===== config.mk =====
export PLATFORM = sky130hd
export DESIGN_NAME = pipe_control_flat
export DESIGN_NICKNAME = d
export VERILOG_FILES = /design/src/rtl/riscv_ctrl_pkg.sv /design/src/rtl/pipe_control_if.sv /design/src/rtl/ctrl_decode.sv /design/src/rtl/pipe_control.sv /design/src/flat_wrapper.sv
export SDC_FILE = /design/constraint.sdc
export NUM_CORES = 1
export LEC_CHECK = 0
export ABC_AREA = 1
export CAP_MARGIN = 20
export CELL_PAD_IN_SITES_DETAIL_PLACEMENT = 1
export CELL_PAD_IN_SITES_GLOBAL_PLACEMENT = 2
export CORE_AREA = 5 5 84 86
export CTS_CLUSTER_DIAMETER = 150
export CTS_CLUSTER_SIZE = 28
export DETAILED_ROUTE_END_ITERATION = 16
export DIE_AREA = 0 0 89 91
export GPL_TIMING_DRIVEN = 1
export PLACE_DENSITY_LB_ADDON = 0.1
export SLEW_MARGIN = 10
export SYNTH_ARGS = -nofsm -noshare
export SYNTH_HDL_FRONTEND = slang
export SYNTH_SLANG_ARGS = --single-unit

===== constraint.sdc =====
create_clock -name clk -period 2.2 [get_ports clk]
set_input_delay 0.44 -clock clk [delete_from_list [all_inputs] [get_ports clk]]
set_output_delay 0.44 -clock clk [all_outputs]
set_load 0.1 [all_outputs]

===== src/rtl/riscv_ctrl_pkg.sv =====
// Shared RV32I control definitions: opcodes, ALU encodings and the per-stage control bundle.
package riscv_ctrl_pkg;

  localparam int unsigned OPC_W = 7;

  localparam logic [OPC_W-1:0] OPC_LOAD   = 7'b0000011;
  localparam logic [OPC_W-1:0] OPC_STORE  = 7'b0100011;
  localparam logic [OPC_W-1:0] OPC_BRANCH = 7'b1100011;
  localparam logic [OPC_W-1:0] OPC_ARI_R  = 7'b0110011;
  localparam logic [OPC_W-1:0] OPC_ARI_I  = 7'b0010011;
  localparam logic [OPC_W-1:0] OPC_LUI    = 7'b0110111;
  localparam logic [OPC_W-1:0] OPC_AUIPC  = 7'b0010111;
  localparam logic [OPC_W-1:0] OPC_JAL    = 7'b1101111;
  localparam logic [OPC_W-1:0] OPC_JALR   = 7'b1100111;

  typedef enum logic [1:0] {
    ALU_SRC_RS2 = 2'b00,
    ALU_SRC_IMM = 2'b01,
    ALU_SRC_PC  = 2'b10
  } alu_src_e;

  typedef enum logic [1:0] {
    ALU_OP_ADD   = 2'b00,
    ALU_OP_BRCMP = 2'b01,
    ALU_OP_FUNCT = 2'b10
  } alu_op_e;

  typedef struct packed {
    logic     reg_write;
    alu_src_e alu_src;
    alu_op_e  alu_op;
    logic     mem_read;
    logic     mem_write;
    logic     mem_to_reg;
    logic     branch;
    logic     jump;
  } ctrl_bundle_t;

  localparam ctrl_bundle_t CTRL_BUBBLE = '0;

endpackage


===== src/rtl/pipe_control_if.sv =====
// ID-side request/acceptance signals plus the per-stage control outputs of pipe_control.
interface pipe_control_if #(
  parameter int unsigned REG_AW = 5
);
  logic              id_valid;
  logic [6:0]        id_opcode;
  logic [REG_AW-1:0] id_rd;
  logic [REG_AW-1:0] id_rs1;
  logic [REG_AW-1:0] id_rs2;
  logic              mem_stall;
  logic              flush;

  logic              id_ready;
  logic              id_illegal;
  logic              ex_valid;
  logic [1:0]        ex_alu_src;
  logic [1:0]        ex_alu_op;
  logic              ex_branch;
  logic              ex_jump;
  logic              mem_valid;
  logic              mem_read;
  logic              mem_write;
  logic              wb_valid;
  logic              wb_reg_write;
  logic              wb_mem_to_reg;
  logic [REG_AW-1:0] wb_rd;

  modport master (
    output id_valid, id_opcode, id_rd, id_rs1, id_rs2, mem_stall, flush,
    input  id_ready, id_illegal, ex_valid, ex_alu_src, ex_alu_op, ex_branch, ex_jump,
    input  mem_valid, mem_read, mem_write, wb_valid, wb_reg_write, wb_mem_to_reg, wb_rd
  );

  modport slave (
    input  id_valid, id_opcode, id_rd, id_rs1, id_rs2, mem_stall, flush,
    output id_ready, id_illegal, ex_valid, ex_alu_src, ex_alu_op, ex_branch, ex_jump,
    output mem_valid, mem_read, mem_write, wb_valid, wb_reg_write, wb_mem_to_reg, wb_rd
  );
endinterface


===== src/rtl/ctrl_decode.sv =====
// Pure combinational RV32I opcode decoder: control bundle, illegal flag and source-register use.
module ctrl_decode
  import riscv_ctrl_pkg::*;
(
  input  logic [OPC_W-1:0] opcode,
  input  logic             rd_zero,
  output ctrl_bundle_t     ctrl_c,
  output logic             illegal_c,
  output logic             use_rs1_c,
  output logic             use_rs2_c
);

  always_comb begin
    ctrl_c    = CTRL_BUBBLE;
    illegal_c = 1'b0;
    use_rs1_c = 1'b1;
    use_rs2_c = 1'b0;

    unique case (opcode)
      OPC_LOAD: begin
        ctrl_c.reg_write  = 1'b1;
        ctrl_c.alu_src    = ALU_SRC_IMM;
        ctrl_c.alu_op     = ALU_OP_ADD;
        ctrl_c.mem_read   = 1'b1;
        ctrl_c.mem_to_reg = 1'b1;
      end
      OPC_STORE: begin
        ctrl_c.alu_src   = ALU_SRC_IMM;
        ctrl_c.mem_write = 1'b1;
        use_rs2_c        = 1'b1;
      end
      OPC_BRANCH: begin
        ctrl_c.alu_src = ALU_SRC_RS2;
        ctrl_c.alu_op  = ALU_OP_BRCMP;
        ctrl_c.branch  = 1'b1;
        use_rs2_c      = 1'b1;
      end
      OPC_ARI_R: begin
        ctrl_c.reg_write = 1'b1;
        ctrl_c.alu_src   = ALU_SRC_RS2;
        ctrl_c.alu_op    = ALU_OP_FUNCT;
        use_rs2_c        = 1'b1;
      end
      OPC_ARI_I: begin
        ctrl_c.reg_write = 1'b1;
        ctrl_c.alu_src   = ALU_SRC_IMM;
        ctrl_c.alu_op    = ALU_OP_FUNCT;
      end
      OPC_LUI, OPC_AUIPC: begin
        ctrl_c.reg_write = 1'b1;
        ctrl_c.alu_src   = ALU_SRC_PC;
        ctrl_c.alu_op    = ALU_OP_ADD;
        use_rs1_c        = 1'b0;
      end
      OPC_JAL: begin
        ctrl_c.reg_write = 1'b1;
        ctrl_c.alu_src   = ALU_SRC_PC;
        ctrl_c.jump      = 1'b1;
        use_rs1_c        = 1'b0;
      end
      OPC_JALR: begin
        ctrl_c.reg_write = 1'b1;
        ctrl_c.alu_src   = ALU_SRC_IMM;
        ctrl_c.jump      = 1'b1;
      end
      default: begin
        illegal_c = 1'b1;
        use_rs1_c = 1'b0;
      end
    endcase

    // x0 is hardwired; never schedule a write to it
    if (rd_zero) ctrl_c.reg_write = 1'b0;
  end

endmodule


===== src/rtl/pipe_control.sv =====
// Pipeline control: ID decode into EX/MEM/WB control registers with load-use, flush and stall handling.
module pipe_control
  import riscv_ctrl_pkg::*;
#(
  parameter int unsigned REG_AW   = 5,
  parameter int unsigned LOAD_LAT = 1
) (
  input  logic           clk,
  input  logic           rst_n,
  pipe_control_if.slave  pif
);

  ctrl_bundle_t      dec_ctrl;
  logic              dec_illegal;
  logic              dec_use_rs1;
  logic              dec_use_rs2;

  ctrl_bundle_t      ex_ctrl_q;
  logic              ex_valid_q;
  logic [REG_AW-1:0] ex_rd_q;

  logic              mem_valid_q;
  logic              mem_read_q;
  logic              mem_write_q;
  logic              mem_reg_write_q;
  logic              mem_to_reg_q;
  logic [REG_AW-1:0] mem_rd_q;

  logic              wb_valid_q;
  logic              wb_reg_write_q;
  logic              wb_mem_to_reg_q;
  logic [REG_AW-1:0] wb_rd_q;

  logic              illegal_q;

  logic              ex_hit;
  logic              mem_hit;
  logic              hazard;
  logic              accept;
  logic              ex_valid_d;
  ctrl_bundle_t      ex_ctrl_d;
  logic [REG_AW-1:0] ex_rd_d;

  ctrl_decode u_decode (
    .opcode    (pif.id_opcode),
    .rd_zero   (pif.id_rd == '0),
    .ctrl_c    (dec_ctrl),
    .illegal_c (dec_illegal),
    .use_rs1_c (dec_use_rs1),
    .use_rs2_c (dec_use_rs2)
  );

  // Load in EX whose nonzero destination feeds a source the ID instruction reads
  assign ex_hit = ex_valid_q && ex_ctrl_q.mem_read && (ex_rd_q != '0) &&
                  ((dec_use_rs1 && (ex_rd_q == pif.id_rs1)) ||
                   (dec_use_rs2 && (ex_rd_q == pif.id_rs2)));

  // Two-cycle loads keep the dependent instruction waiting while the load sits in MEM
  if (LOAD_LAT == 2) begin : g_lat2
    assign mem_hit = mem_valid_q && mem_read_q && (mem_rd_q != '0) &&
                     ((dec_use_rs1 && (mem_rd_q == pif.id_rs1)) ||
                      (dec_use_rs2 && (mem_rd_q == pif.id_rs2)));
  end else begin : g_lat1
    assign mem_hit = 1'b0;
  end

  // Priority: mem_stall, then flush, then load-use hazard, then normal issue
  always_comb begin
    hazard     = pif.id_valid && (ex_hit || mem_hit);
    accept     = pif.id_valid && !pif.mem_stall && !pif.flush && !hazard;
    ex_valid_d = accept && !dec_illegal;
    ex_ctrl_d  = CTRL_BUBBLE;
    ex_rd_d    = '0;
    if (ex_valid_d) begin
      ex_ctrl_d = dec_ctrl;
      ex_rd_d   = pif.id_rd;
    end
  end

  assign pif.id_ready = accept;

  // Stage registers; everything holds while memory stalls the pipe
  always_ff @(posedge clk or negedge rst_n) begin
    if (!rst_n) begin
      ex_valid_q      <= 1'b0;
      ex_ctrl_q       <= CTRL_BUBBLE;
      ex_rd_q         <= '0;
      mem_valid_q     <= 1'b0;
      mem_read_q      <= 1'b0;
      mem_write_q     <= 1'b0;
      mem_reg_write_q <= 1'b0;
      mem_to_reg_q    <= 1'b0;
      mem_rd_q        <= '0;
      wb_valid_q      <= 1'b0;
      wb_reg_write_q  <= 1'b0;
      wb_mem_to_reg_q <= 1'b0;
      wb_rd_q         <= '0;
      illegal_q       <= 1'b0;
    end else if (!pif.mem_stall) begin
      ex_valid_q      <= ex_valid_d;
      ex_ctrl_q       <= ex_ctrl_d;
      ex_rd_q         <= ex_rd_d;
      mem_valid_q     <= ex_valid_q;
      mem_read_q      <= ex_ctrl_q.mem_read;
      mem_write_q     <= ex_ctrl_q.mem_write;
      mem_reg_write_q <= ex_ctrl_q.reg_write;
      mem_to_reg_q    <= ex_ctrl_q.mem_to_reg;
      mem_rd_q        <= ex_rd_q;
      wb_valid_q      <= mem_valid_q;
      wb_reg_write_q  <= mem_reg_write_q;
      wb_mem_to_reg_q <= mem_to_reg_q;
      wb_rd_q         <= mem_rd_q;
      illegal_q       <= accept && dec_illegal;
    end else begin
      illegal_q       <= 1'b0;
    end
  end

  assign pif.id_illegal    = illegal_q;
  assign pif.ex_valid      = ex_valid_q;
  assign pif.ex_alu_src    = 2'(ex_ctrl_q.alu_src);
  assign pif.ex_alu_op     = 2'(ex_ctrl_q.alu_op);
  assign pif.ex_branch     = ex_ctrl_q.branch;
  assign pif.ex_jump       = ex_ctrl_q.jump;
  assign pif.mem_valid     = mem_valid_q;
  assign pif.mem_read      = mem_read_q;
  assign pif.mem_write     = mem_write_q;
  assign pif.wb_valid      = wb_valid_q;
  assign pif.wb_reg_write  = wb_reg_write_q;
  assign pif.wb_mem_to_reg = wb_mem_to_reg_q;
  assign pif.wb_rd         = wb_rd_q;

endmodule


===== src/flat_wrapper.sv =====
// flat-port wrapper written by rule: the top's interface ports become plain ports
module pipe_control_flat import riscv_ctrl_pkg::*;
#(
  parameter int unsigned REG_AW   = 5,
  parameter int unsigned LOAD_LAT = 1
)
  (clk, rst_n, pif_id_valid, pif_id_opcode, pif_id_rd, pif_id_rs1, pif_id_rs2, pif_mem_stall, pif_flush, pif_id_ready, pif_id_illegal, pif_ex_valid, pif_ex_alu_src, pif_ex_alu_op, pif_ex_branch, pif_ex_jump, pif_mem_valid, pif_mem_read, pif_mem_write, pif_wb_valid, pif_wb_reg_write, pif_wb_mem_to_reg, pif_wb_rd);
  pipe_control_if #(.REG_AW(REG_AW)) pif_i ();
  input  logic clk;
  input  logic rst_n;
  input wire logic [$bits(pif_i.id_valid)-1:0] pif_id_valid;
  input wire logic [$bits(pif_i.id_opcode)-1:0] pif_id_opcode;
  input wire logic [$bits(pif_i.id_rd)-1:0] pif_id_rd;
  input wire logic [$bits(pif_i.id_rs1)-1:0] pif_id_rs1;
  input wire logic [$bits(pif_i.id_rs2)-1:0] pif_id_rs2;
  input wire logic [$bits(pif_i.mem_stall)-1:0] pif_mem_stall;
  input wire logic [$bits(pif_i.flush)-1:0] pif_flush;
  output wire logic [$bits(pif_i.id_ready)-1:0] pif_id_ready;
  output wire logic [$bits(pif_i.id_illegal)-1:0] pif_id_illegal;
  output wire logic [$bits(pif_i.ex_valid)-1:0] pif_ex_valid;
  output wire logic [$bits(pif_i.ex_alu_src)-1:0] pif_ex_alu_src;
  output wire logic [$bits(pif_i.ex_alu_op)-1:0] pif_ex_alu_op;
  output wire logic [$bits(pif_i.ex_branch)-1:0] pif_ex_branch;
  output wire logic [$bits(pif_i.ex_jump)-1:0] pif_ex_jump;
  output wire logic [$bits(pif_i.mem_valid)-1:0] pif_mem_valid;
  output wire logic [$bits(pif_i.mem_read)-1:0] pif_mem_read;
  output wire logic [$bits(pif_i.mem_write)-1:0] pif_mem_write;
  output wire logic [$bits(pif_i.wb_valid)-1:0] pif_wb_valid;
  output wire logic [$bits(pif_i.wb_reg_write)-1:0] pif_wb_reg_write;
  output wire logic [$bits(pif_i.wb_mem_to_reg)-1:0] pif_wb_mem_to_reg;
  output wire logic [$bits(pif_i.wb_rd)-1:0] pif_wb_rd;
  assign pif_i.id_valid = pif_id_valid;
  assign pif_i.id_opcode = pif_id_opcode;
  assign pif_i.id_rd = pif_id_rd;
  assign pif_i.id_rs1 = pif_id_rs1;
  assign pif_i.id_rs2 = pif_id_rs2;
  assign pif_i.mem_stall = pif_mem_stall;
  assign pif_i.flush = pif_flush;
  assign pif_id_ready = pif_i.id_ready;
  assign pif_id_illegal = pif_i.id_illegal;
  assign pif_ex_valid = pif_i.ex_valid;
  assign pif_ex_alu_src = pif_i.ex_alu_src;
  assign pif_ex_alu_op = pif_i.ex_alu_op;
  assign pif_ex_branch = pif_i.ex_branch;
  assign pif_ex_jump = pif_i.ex_jump;
  assign pif_mem_valid = pif_i.mem_valid;
  assign pif_mem_read = pif_i.mem_read;
  assign pif_mem_write = pif_i.mem_write;
  assign pif_wb_valid = pif_i.wb_valid;
  assign pif_wb_reg_write = pif_i.wb_reg_write;
  assign pif_wb_mem_to_reg = pif_i.wb_mem_to_reg;
  assign pif_wb_rd = pif_i.wb_rd;
  pipe_control #(.REG_AW(REG_AW), .LOAD_LAT(LOAD_LAT)) u_core (.clk(clk), .rst_n(rst_n), .pif(pif_i));
endmodule

==> results.py <==
metrics = {
    "outcome": {
        "status": "completed",
    },
    "route": {
        "dr.pass1.iters": 4,
        "postRouteAntennaNets": 0,
        "wl_per_cell_um": 13.0,
        "drt-initial-drc-count": 24,
        "routed_wl_um": 4650,
        "remaining_drc_errors": 0,
        "vias_per_cell": 4.40,
        "vias": 1572,
    },
    "synthesis": {
        "synth_warnings": 0,
        "yosysTopAreaCell": "dfrtp_1",
        "syn-cell-area_sq_um": 1690,
        "synth_top_area_share_pct": 48.8,
        "netlist_instances": 216,
        "synth_edf_count": 0,
        "synth_ff_type": "dfrtp_1",
        "seq_area_frac_synth_pct": 48.8,
        "synth.distinct_cells": 24,
        "ys_top_cells_by_area": "dfrtp_1, nand2_1, nand4_1, o21ai_0, inv_1",
        "synth-async-reset-ratio_pct": 100,
        "syn_avg_cell_area_sq_um": 7.84,
        "synthesis.nets": 243,
        "ys_ff_latch": 33,
    },
    "clocking": {
        "clk_latency_ns": 0.27,
        "root_buffer": "clkbuf_8",
        "numCtsBuffers": 5,
        "clkTransAtPathRegs_ns": 0.07,
        "clockBufferDepth": 2,
        "cts_tree": "yes",
        "numClockSinks": 33,
        "cts_max_level": 2,
    },
    "setup_path": {
        "critPathLaunchType": "input port",
        "cp_top_family": "simple AND/OR/NAND/NOR gates",
        "cpPeakStageDelay_ns": 0.23,
        "slowest_stage": "dlygate4sd2_1",
        "cp_num_buf_inv": 4,
        "required_ns": 1.76,
        "arrival_ns": 1.71,
        "cp-end-kind": "output pin",
        "crit_chain": "dlygate4sd2_1, nand2_1, inv_2, nand2_4, nor2_1, nor2_1, nand3_1, nand2_1, nand2_2, nand2_4, nand2_4, clkinvlp_4, buf_12",
        "cp_common_cell": "nand2_4",
        "criticalPathCategory": "in -> out",
        "worst-path-max-fanout": 5,
    },
    "floorplanning": {
        "die_area_sq_um": 8100,
        "die_h_um": 91,
        "start_util_pct": 27.3,
        "num_rows": 29,
        "coreArea_sq_um": 6200,
        "fp.dieW_um": 89,
        "io_pins": 47,
    },
    "global_route": {
        "antenna_found_initial": 0,
        "grt_first_pass_wirelength_um": 7900,
        "grt_pass1_vias": 1730,
        "grt_max_degree": 37,
        "grt_usage_pct": 12.4,
        "grt_overflow": 0,
    },
    "sta": {
        "min_period_over_period_pct": 97.6,
        "final-setup-viol-count": 0,
        "setup_tns_ns": 0,
        "timing.final.hold_violations": 0,
        "tightest_slew_ns": 0.430,
        "fmax_mhz": 466,
        "rsz0062_at_grt": "yes",
        "final_max_slew_viol_count": 0,
        "finClkSkew_ns": 0.00447,
        "relSlewSlack_pct": 71.3,
        "fin_crit_ns": 2.15,
    },
    "place": {
        "hpwlAfterDp_um": 3460,
        "dp.cells": 341,
        "gp_congestion": 0.713,
        "io_buffers": 46,
    },
    "job": {
        "drv_cap": 0,
    },
    "power_and_ir_drop": {
        "p_leak_uw": 0.00131,
        "peakVddDrop_mv": 0.281,
        "power_density_nw_per_um2": 502,
        "total_power_uw": 1220,
    },
    "cells_and_area": {
        "fillCellCount": 766,
        "insertedDiodeCount": 0,
        "nets": 306,
        "final-seq-area_sq_um": 827,
        "syn_to_final_growth_pct": 43.7,
        "final_cell_mix": "nand2_1, buf_4, dfrtp_1",
        "multi_input_area_sq_um": 772,
        "post-route-util_pct": 39.2,
        "final_common_cell": "nand2_1",
        "drive_gt1_share_pct": 28.2,
        "final_cells": 357,
    },
    "min_path": {
        "hp-class": "reg -> reg",
    },
}
## final timing paths
| kind | cells past startpoint | endpoint | slack, ns | start |
|---|---|---|---|---|
| setup / recovery | 13 | pif_id_ready | 0.05 | pif_id_opcode[1] |
| hold / removal | 2 | u_core.pif.wb_rd[1] | 0.48 | u_core.mem_rd_q[1] |
| setup reg to reg | 10 | u_core.pif.ex_alu_op[0] | 0.63 | u_core.ex_rd_q[4] |
| hold reg to reg | 2 | u_core.pif.wb_rd[1] | 0.48 | u_core.mem_rd_q[1] |
| max in group asynchronous | 2 | u_core.pif.ex_valid | 1.30 | rst_n |
| min in group asynchronous | 2 | u_core.pif.wb_rd[0] | 0.57 | rst_n |
## layer usage
layer / up-vias / track usage [%] / part of all wire, %
met4: 0 / 2.23 / 0
met3: 0 / 3.17 / 3.7
met2: 24 / 22.5 / 53
met1: 741 / 14.6 / 43
li1: 807 / - / -
met5: - / 0 / 0
## through the flow
stage / instance area, sq um / hold slack, ns / worst slack, ns
6_report: 2430 / 0.477 / 0.0524
5_1_grt: 2430 / 0.506 / -0.0576
4_1_cts: 2420 / 0.481 / 0.000148
3_5_place_dp: 2250 / 0.463 / -0.352
3_3_place_gp: 2250 / 0.458 / -0.325
2_1_floorplan: 1700 / 0.144 / 0.108
## Yosys cell counts, types with 2 or more instances
master and number:
buf_4 5, nor2_1 16, nand2_1 76, nand2_2 2
clkbuf_1 4, inv_2 5, nand3_1 5, inv_1 16
o21ai_0 14, dfrtp_1 33, nand2_4 2, nor3_1 2
nand3_2 2, or2_1 2, nand4_1 16, xor2_1 6
nor2_2 3
## cell families (layout without fill, tap and decap cells)
group	Yosys count	after routing	synth area share [%]
AND/OR/NAND/NOR	127	127	33.9
XOR/XNOR	6	6	3.10
AO/OA/AOI/OAI	17	17	5.25
buffers and inverters	33	97	8.94
flip-flops	33	33	48.8
## power by group
| group | switching [uW] | total [uW] | internal (uW) |
|---|---|---|---|
| clock network | 213 | 432 | 219 |
| logic | 108 | 175 | 67.0 |
| registers | 3.39 | 615 | 612 |
| total | 324 | 1220 | 898 |
## worst reg2reg max path: stages (launching register included)
cell	delay, ns
dfrtp_1	0.44
xor2_1	0.16
nor2_1	0.11
nand2_1	0.07
nor2_2	0.12
nand2_1	0.08
nand2_2	0.08
nand2_4	0.06
buf_4	0.18
nand4_1	0.11
nand2_1	0.06
## final cells by class
cell class / instances / share of cell area [%]
multi-input combinational: 150 / 31.7
tap: 77 / 3.96
sequential: 33 / 34.0
clock buffer: 6 / 2.98
clock inverter: 2 / 0.412
inverter: 21 / 3.50
timing repair buffer: 68 / 23.4
## timing repair
| action | in CTS | in global routing |
|---|---|---|
| pin swaps | 21 | 10 |
| hold buffers | 0 | 0 |
| setup endpoints to repair | 1 | 1 |
| resized for setup | 38 | 5 |
| cloned | 0 | 0 |
| buffers inserted | 7 | 1 |
(Power assumes the default switching activity.)
